## src/rtl/inst_fetch_unit.sv

```systemverilog
`default_nettype none
// ============================================================================
//  Module   : inst_fetch_unit
//  Purpose  : Fetch-side initiator for the instruction memory. Owns the fetch
//             PC, captures the combinationally returned instruction word into
//             a small FIFO and presents the head entry to decode through a
//             valid/ready handshake. Redirects flush the queue.
//  Ports    : CLK, RESET             clock / synchronous active-high reset
//             imem_addr, imem_data   instruction memory address / read data
//             redirect_valid/target  taken branch or jump, new fetch address
//             id_ready, id_valid     decode handshake
//             id_inst, id_pc,
//             id_pc_plus4            head entry (zero when id_valid=0)
//             fetch_misaligned       one-cycle pulse on a misaligned redirect
//  Revision : 1.0  initial release
// ============================================================================
module inst_fetch_unit #(
  parameter logic [31:0] RESET_PC   = 32'h0000_0000,
  parameter int          FIFO_DEPTH = 2
) (
  input  logic        CLK,
  input  logic        RESET,
  output logic [31:0] imem_addr,
  input  logic [31:0] imem_data,
  input  logic        redirect_valid,
  input  logic [31:0] redirect_target,
  input  logic        id_ready,
  output logic        id_valid,
  output logic [31:0] id_inst,
  output logic [31:0] id_pc,
  output logic [31:0] id_pc_plus4,
  output logic        fetch_misaligned
);

  localparam int                  c_PTR_W = (FIFO_DEPTH > 1) ? $clog2(FIFO_DEPTH) : 1;
  localparam logic [c_PTR_W:0]    c_DEPTH = (c_PTR_W + 1)'(FIFO_DEPTH);
  localparam logic [c_PTR_W:0]    c_CNT_ONE = (c_PTR_W + 1)'(1);
  localparam logic [c_PTR_W-1:0]  c_PTR_ONE = c_PTR_W'(1);

  logic [31:0]        r_fetch_pc;
  logic [c_PTR_W:0]   r_count;
  logic [c_PTR_W-1:0] r_rd_ptr;
  logic [c_PTR_W-1:0] r_wr_ptr;
  logic               r_misaligned;
  logic [31:0]        r_q_pc   [FIFO_DEPTH];
  logic [31:0]        r_q_inst [FIFO_DEPTH];

  logic               w_pop;
  logic               w_push;
  logic [31:0]        w_head_pc;
  logic [31:0]        w_head_inst;

  assign w_head_pc   = r_q_pc[r_rd_ptr];
  assign w_head_inst = r_q_inst[r_rd_ptr];

  assign id_valid    = (r_count != '0);
  assign w_pop       = id_valid & id_ready;
  // A full queue can still accept a new word when the head leaves this cycle.
  assign w_push      = ~redirect_valid & ((r_count < c_DEPTH) | w_pop);

  assign imem_addr        = r_fetch_pc;
  assign id_pc            = id_valid ? w_head_pc : 32'h0;
  assign id_inst          = id_valid ? w_head_inst : 32'h0;
  assign id_pc_plus4      = id_valid ? (w_head_pc + 32'd4) : 32'h0;
  assign fetch_misaligned = r_misaligned;

  // Control state: reset beats redirect, redirect discards any push/pop.
  always_ff @(posedge CLK) begin
    if (RESET) begin
      r_fetch_pc   <= RESET_PC;
      r_count      <= '0;
      r_rd_ptr     <= '0;
      r_wr_ptr     <= '0;
      r_misaligned <= 1'b0;
    end else if (redirect_valid) begin
      r_fetch_pc   <= {redirect_target[31:2], 2'b00};
      r_count      <= '0;
      r_rd_ptr     <= '0;
      r_wr_ptr     <= '0;
      r_misaligned <= (redirect_target[1:0] != 2'b00);
    end else begin
      r_misaligned <= 1'b0;
      if (w_push) begin
        r_fetch_pc <= r_fetch_pc + 32'd4;
        r_wr_ptr   <= r_wr_ptr + c_PTR_ONE;
      end
      if (w_pop) begin
        r_rd_ptr <= r_rd_ptr + c_PTR_ONE;
      end
      if (w_push && !w_pop) begin
        r_count <= r_count + c_CNT_ONE;
      end else if (w_pop && !w_push) begin
        r_count <= r_count - c_CNT_ONE;
      end
    end
  end

  // Queue storage needs no reset: entries are only visible while counted.
  always_ff @(posedge CLK) begin
    if (!RESET && w_push) begin
      r_q_pc[r_wr_ptr]   <= r_fetch_pc;
      r_q_inst[r_wr_ptr] <= imem_data;
    end
  end

endmodule
`default_nettype wire

```

## config.mk

```make
export PLATFORM = sky130hd
export DESIGN_NAME = inst_fetch_unit
export DESIGN_NICKNAME = d
export VERILOG_FILES = /design/src/rtl/inst_fetch_unit.sv
export SDC_FILE = /design/constraint.sdc
export NUM_CORES = 1
export LEC_CHECK = 0
export ABC_CLOCK_PERIOD_IN_PS = 12980
export CAP_MARGIN = 10
export CELL_PAD_IN_SITES_DETAIL_PLACEMENT = 1
export CELL_PAD_IN_SITES_GLOBAL_PLACEMENT = 1
export CORE_UTILIZATION = 35
export DETAILED_ROUTE_END_ITERATION = 8
export HOLD_SLACK_MARGIN = 0.12
export PLACE_DENSITY = 0.82
export SYNTH_ARGS = -nofsm -noshare
export SYNTH_HDL_FRONTEND = slang
export SYNTH_SLANG_ARGS = --single-unit
export TNS_END_PERCENT = 20
```

## constraint.sdc

```tcl
create_clock -name CLK -period 12.98 [get_ports CLK]
set_clock_uncertainty 0.15 [all_clocks]
set_input_delay 2.596 -clock CLK [delete_from_list [all_inputs] [get_ports CLK]]
set_output_delay 2.596 -clock CLK [all_outputs]
set_load 0.03 [all_outputs]
```

* Yosys cells after proc, flatten, opt, wreduce, memory -nomap -nowiden *
Memories as Yosys holds them, arrays and structs flattened. A register that Yosys moved wholly into a read port is not among the register bits.
Index checks and enable logic that the tools add are counted.

word-level totals
  register bits after elaboration = 37
  RAM bits = 128
  bits of input ports = 68
  output and inout bits = 130
  word-level logic and storage cells = 44
  memories kept = 2

memories
  name      words  width  read ports  clocked after Yosys merged registers in  write ports  line  RTL
  r_q_inst  2      32     1           1                                        1            46    logic [31:0] r_q_inst [FIFO_DEPTH];
  r_q_pc    2      32     1           1                                        1            45    logic [31:0] r_q_pc [FIFO_DEPTH];

cells by class
  add/sub/neg operators = 6
  order comparisons = 1
  muxes and demuxes = 13
  bitwise logic cells = 4
  reductions and logical operators = 12

operators by type and width
  kind                                                                 number
  32-bit two-way mux                                                   5
  32-bit by 3-bit adder with 32-bit output (second input constant)     2
  2-bit nonzero test                                                   4
  1-bit two-way mux                                                    6
  2-bit two-way mux                                                    2
  2-bit OR reduction                                                   2
  1-bit logical AND                                                    3
  1-bit logical NOT                                                    3
  1-bit adder (second input constant)                                  2
  2-bit by 1-bit adder with 2-bit output (second input constant)       1
  1-bit AND                                                            2
  2-bit < comparator (second input constant)                           1
  2-bit by 1-bit subtractor with 2-bit output (second input constant)  1
  1-bit NOT                                                            1
  1-bit OR                                                             1

* Longest topological paths before layout *
  word-level depth = 8
  depth in mapped cells = 11

* Least setup slack after synthesis *
OpenSTA, ideal clock, no wires.

  kind = in2reg
  start = input RESET
  end = memory r_q_inst[1][0], enable pin
  data arrival time = 9.202 ns
  data required time = 12.174 ns
  setup slack = 2.973 ns
  stages on the path = 2
  path buffers = 1
  cell sequence = clkbuf_1 -> nor4b_1

between the ends
  longest elaborated chain between the ends = 4

ends and longest elaborated chain
  element                                  line  RTL
  start: declaration                       22    input logic RESET,
  1-bit logical NOT                        100   if (!RESET && w_push) begin
  1-bit logical AND                        100
  1-bit two-way mux                        100
  1-bit two-way mux (not written as such)  102   r_q_inst[r_wr_ptr] <= imem_data;
  end: declaration                         46

Every way passes these cells.

==> impl_metrics.csv <==
group,metric,value,unit
outcome,status,"finished clean",
sta,tightest_slew,0.866,ns
cts,cts.path.max_buffers,2,
sta,min_period_over_period,0.569,
logic_synthesis,synth-edff-count,124,
pwr,p_leak,3.22,nW
cts,numCtsBuffers,17,
logic_synthesis,synth_ff_type,"edfxtp_1",
logic_synthesis,synth_top_family_by_area,"simple AND/OR/NAND/NOR gates",
logic_synthesis,syn_area_per_cell,11.6,µm²
sta,hold_viol_final,0,
logic_synthesis,netlist_top_cells_area,"edfxtp_1 (50%), dfxtp_1 (9.7%), mux2i_1 (7.9%)",
logic_synthesis,synthXorXnorAreaFrac,0.0506,
logic_synthesis,synth_warnings,0,
worst_setup_path,r2r_setup_slack,9.85,ns
routing,drt_first_pass_iters,4,
logic_synthesis,synth-simple-area-share,0.162,
cts,cts_tree,"done",
cells_and_area,drive_above_1_share,0.0637,
logic_synthesis,ys_seq_elements,160,
min_path,hold_path_depth,0,
logic_synthesis,synth_area,7440,µm²
pwr,p_sw_frac,0.281,
routing,avgRoutedWirePerCell,18.4,µm
cells_and_area,final_common_cell,"clkdlybuf4s50_1",
placement,portBuffers,191,
logic_synthesis,yosysSeqAreaShare,0.597,
worst_setup_path,cp-start-kind,"flip-flop",
pwr,p_int,0.962,mW
logic_synthesis,synthArstFlopShare,0,
cts,cts_max_level,4,
sta,rsz0062_at_grt,"false",
floorplanning,io_pins,198,
cts,path_clk_slew,0.07,ns
worst_setup_path,critPathKind,"reg -> out",
floorplanning,rows,52,
sta,setup_viol,0,
min_path,hold_end,"r_q_pc[1][31]",
pwr,power_switching,0.375,mW
sta,finalCriticalPeriod,7.39,ns
pwr,ir_worst_vdd,0.0000885,V
min_path,hp-class,"reg -> reg",
floorplanning,die_y,148,µm
global_routing,grt_pass1_wl,31300,µm
global_routing,grt_overflow_total,0,
worst_setup_path,cp.required,10.23,ns
logic_synthesis,synth_area_leader_cell,"edfxtp_1",
cts,clk_latency,0.43,ns
routing,routed_wl,20300,µm
routing,drt.antenna.violating_nets,0,
cts,holdBufCountCts,0,
sta,relSlewSlack,0.423,
floorplanning,core,20600,µm²
worst_setup_path,reg2reg_to,"r_count[1]",
sta,slew_viol_final,0,
floorplanning,die_x,148,µm
logic_synthesis,synthAdderAreaFrac,0.00505,
worst_setup_path,regToRegStartpoint,"r_count[0]",
cells_and_area,fillers,2199,
global_routing,grt_pass1_vias,5765,
global_routing,antenna_found_initial,0,
routing,drt_iter0_markers,251,
sta,fmax,0.135,GHz
cells_and_area,layout.nets,890,
logic_synthesis,synth_compound_area_frac,0.0659,
cts,cts_root_buf,"clkbuf_16",
logic_synthesis,synthCells,640,
logic_synthesis,synthMuxAreaShare,0.0869,
floorplanning,die_area,21800,µm²
cells_and_area,final_cell_mix,"clkdlybuf4s50_1 (191), edfxtp_1 (124), nor2_1 (106)",
pwr,clkPwrFrac,0.374,
logic_synthesis,synth_top_area_frac,0.501,
min_path,min_from,"imem_addr[31]",
worst_setup_path,cp_max_fo,54,
cts,cts_sinks,160,
floorplanning,start_util,0.362,
run,maxCapViolCount,0,
worst_setup_path,rr_worst_depth,9,
cts,post-cts-setup-buffers,0,
cells_and_area,final_util,0.495,
pwr,powerDensity,131,nW/µm²
placement,gp_congestion,0.799,
pwr,p_comb_frac,0.178,
routing,drc,0,
global_routing,grt_usage,0.189,
worst_setup_path,cp-end-kind,"output port",
cells_and_area,area_growth,36.9,%
worst_setup_path,arrival,4.64,ns
cts,cts.repair.resized,0,
routing,vias_per_cell,5.10,
routing,vias,5621,
global_routing,grt_max_degree,63,
cells_and_area,n_antenna_cell,0,
sta,setup_tns,0,ns
pwr,seq_power_share,0.448,
logic_synthesis,yosysUniqueCellTypes,48,
placement,place_hpwl,14400,µm
## state kept, by name, indices dropped and copies added (netlist names), named ones only
signal            count
r_q_inst             64
r_q_pc               60
imem_addr            30
r_count               2
fetch_misaligned      1
r_rd_ptr              1
r_wr_ptr              1
## worst max-delay path by stage
stage,to,cells past startpoint,slack [ns],startpoint
after global routing,id_pc_plus4[27],7,5.31,flip-flop
after detailed placement,id_pc_plus4[27],7,6.06,flip-flop
after floorplan,r_q_inst[1][0],2,2.97,RESET
after global placement,id_pc_plus4[27],7,6.26,flip-flop
after CTS,id_pc_plus4[27],7,5.59,flip-flop
final,id_pc_plus4[27],7,5.59,flip-flop
## cells by family after synthesis
group,after synthesis
xor gates and xnor gates,43
and+or+nand+nor,246
buffers and inverters,53
AOI/OAI and AO/OA,70
adders and majority gates,3
other,1
muxes,64
DFF,160
## synthesized netlist by cell type (2+ instances only)
cell / number
buf_2: 6
xor2_1: 9
clkbuf_1: 21
or3_1: 5
ha_1: 3
nor3_1: 20
and4_1: 2
nor3b_1: 2
a31oi_1: 4
a311oi_1: 5
nand3_1: 18
o31a_1: 2
inv_1: 10
and2_1: 6
xnor2_1: 34
nand4_1: 14
mux2i_1: 59
buf_1: 9
nand2_1: 34
nor2_1: 107
nand2b_1: 2
dfxtp_1: 36
o21bai_1: 2
nand3b_1: 5
mux2_2: 5
o21ai_0: 11
nor4b_1: 2
edfxtp_1: 124
a22oi_1: 3
or4_1: 2
a21oi_1: 10
a211oi_1: 24
o31ai_1: 5
nand4b_1: 5
buf_4: 6
nor4_1: 16
## critical path, stage by stage (launching register included)
cell and delay [ns]:
dfxtp_4 0.70, buf_4 0.69, nand4_1 0.32, a221oi_2 0.69, nand3_1 0.42, or4_1 0.57
nand2_1 0.09, clkdlybuf4s50_1 0.67
## per-stage QoR
step / power, mW / std cells / setup WS (ns) / hold slack [ns] / area [µm²]
detailed placement: 0.850 / 1070 / 6.06 / 0.385 / 9590
finish: 1.34 / 1102 / 5.59 / 0.384 / 10200
CTS: 1.35 / 1102 / 5.59 / 0.395 / 10200
global route: 1.38 / 1102 / 5.31 / 0.407 / 10200
global placement: 0.845 / 1070 / 6.26 / 0.376 / 9590
floorplan: 0.741 / 645 / 2.97 / 0.370 / 7460
## power groups by stage
| stage | Sequential (mW) | Clock [mW] | Combinational [mW] |
|---|---|---|---|
| floorplan | 0.616 | 0 | 0.125 |
| global placement | 0.609 | 0 | 0.236 |
| detailed placement | 0.610 | 0 | 0.240 |
| CTS | 0.600 | 0.510 | 0.241 |
| global route | 0.602 | 0.527 | 0.252 |
| finish | 0.599 | 0.499 | 0.238 |
## layout make-up
| cell class | count | area, µm² | area share |
|---|---|---|---|
| inverters | 10 | 37.5 | 0.00369 |
| clock buffers | 21 | 514 | 0.0505 |
| flip-flops and latches | 160 | 4450 | 0.437 |
| repair buffers | 198 | 1960 | 0.193 |
| multi-input cells | 432 | 2800 | 0.275 |
| well taps | 270 | 338 | 0.0332 |
| clock inverters | 11 | 86.3 | 0.00848 |
## metal layers
layer	part of all wire	vias to the layer above	track usage
met4	0.024	0	0.0814
met5	0	-	0
met2	0.49	160	0.317
met1	0.45	2716	0.239
met3	0.040	28	0.0324
li1	-	2717	-
No activity file was read; power rests on OpenSTA's default activity.
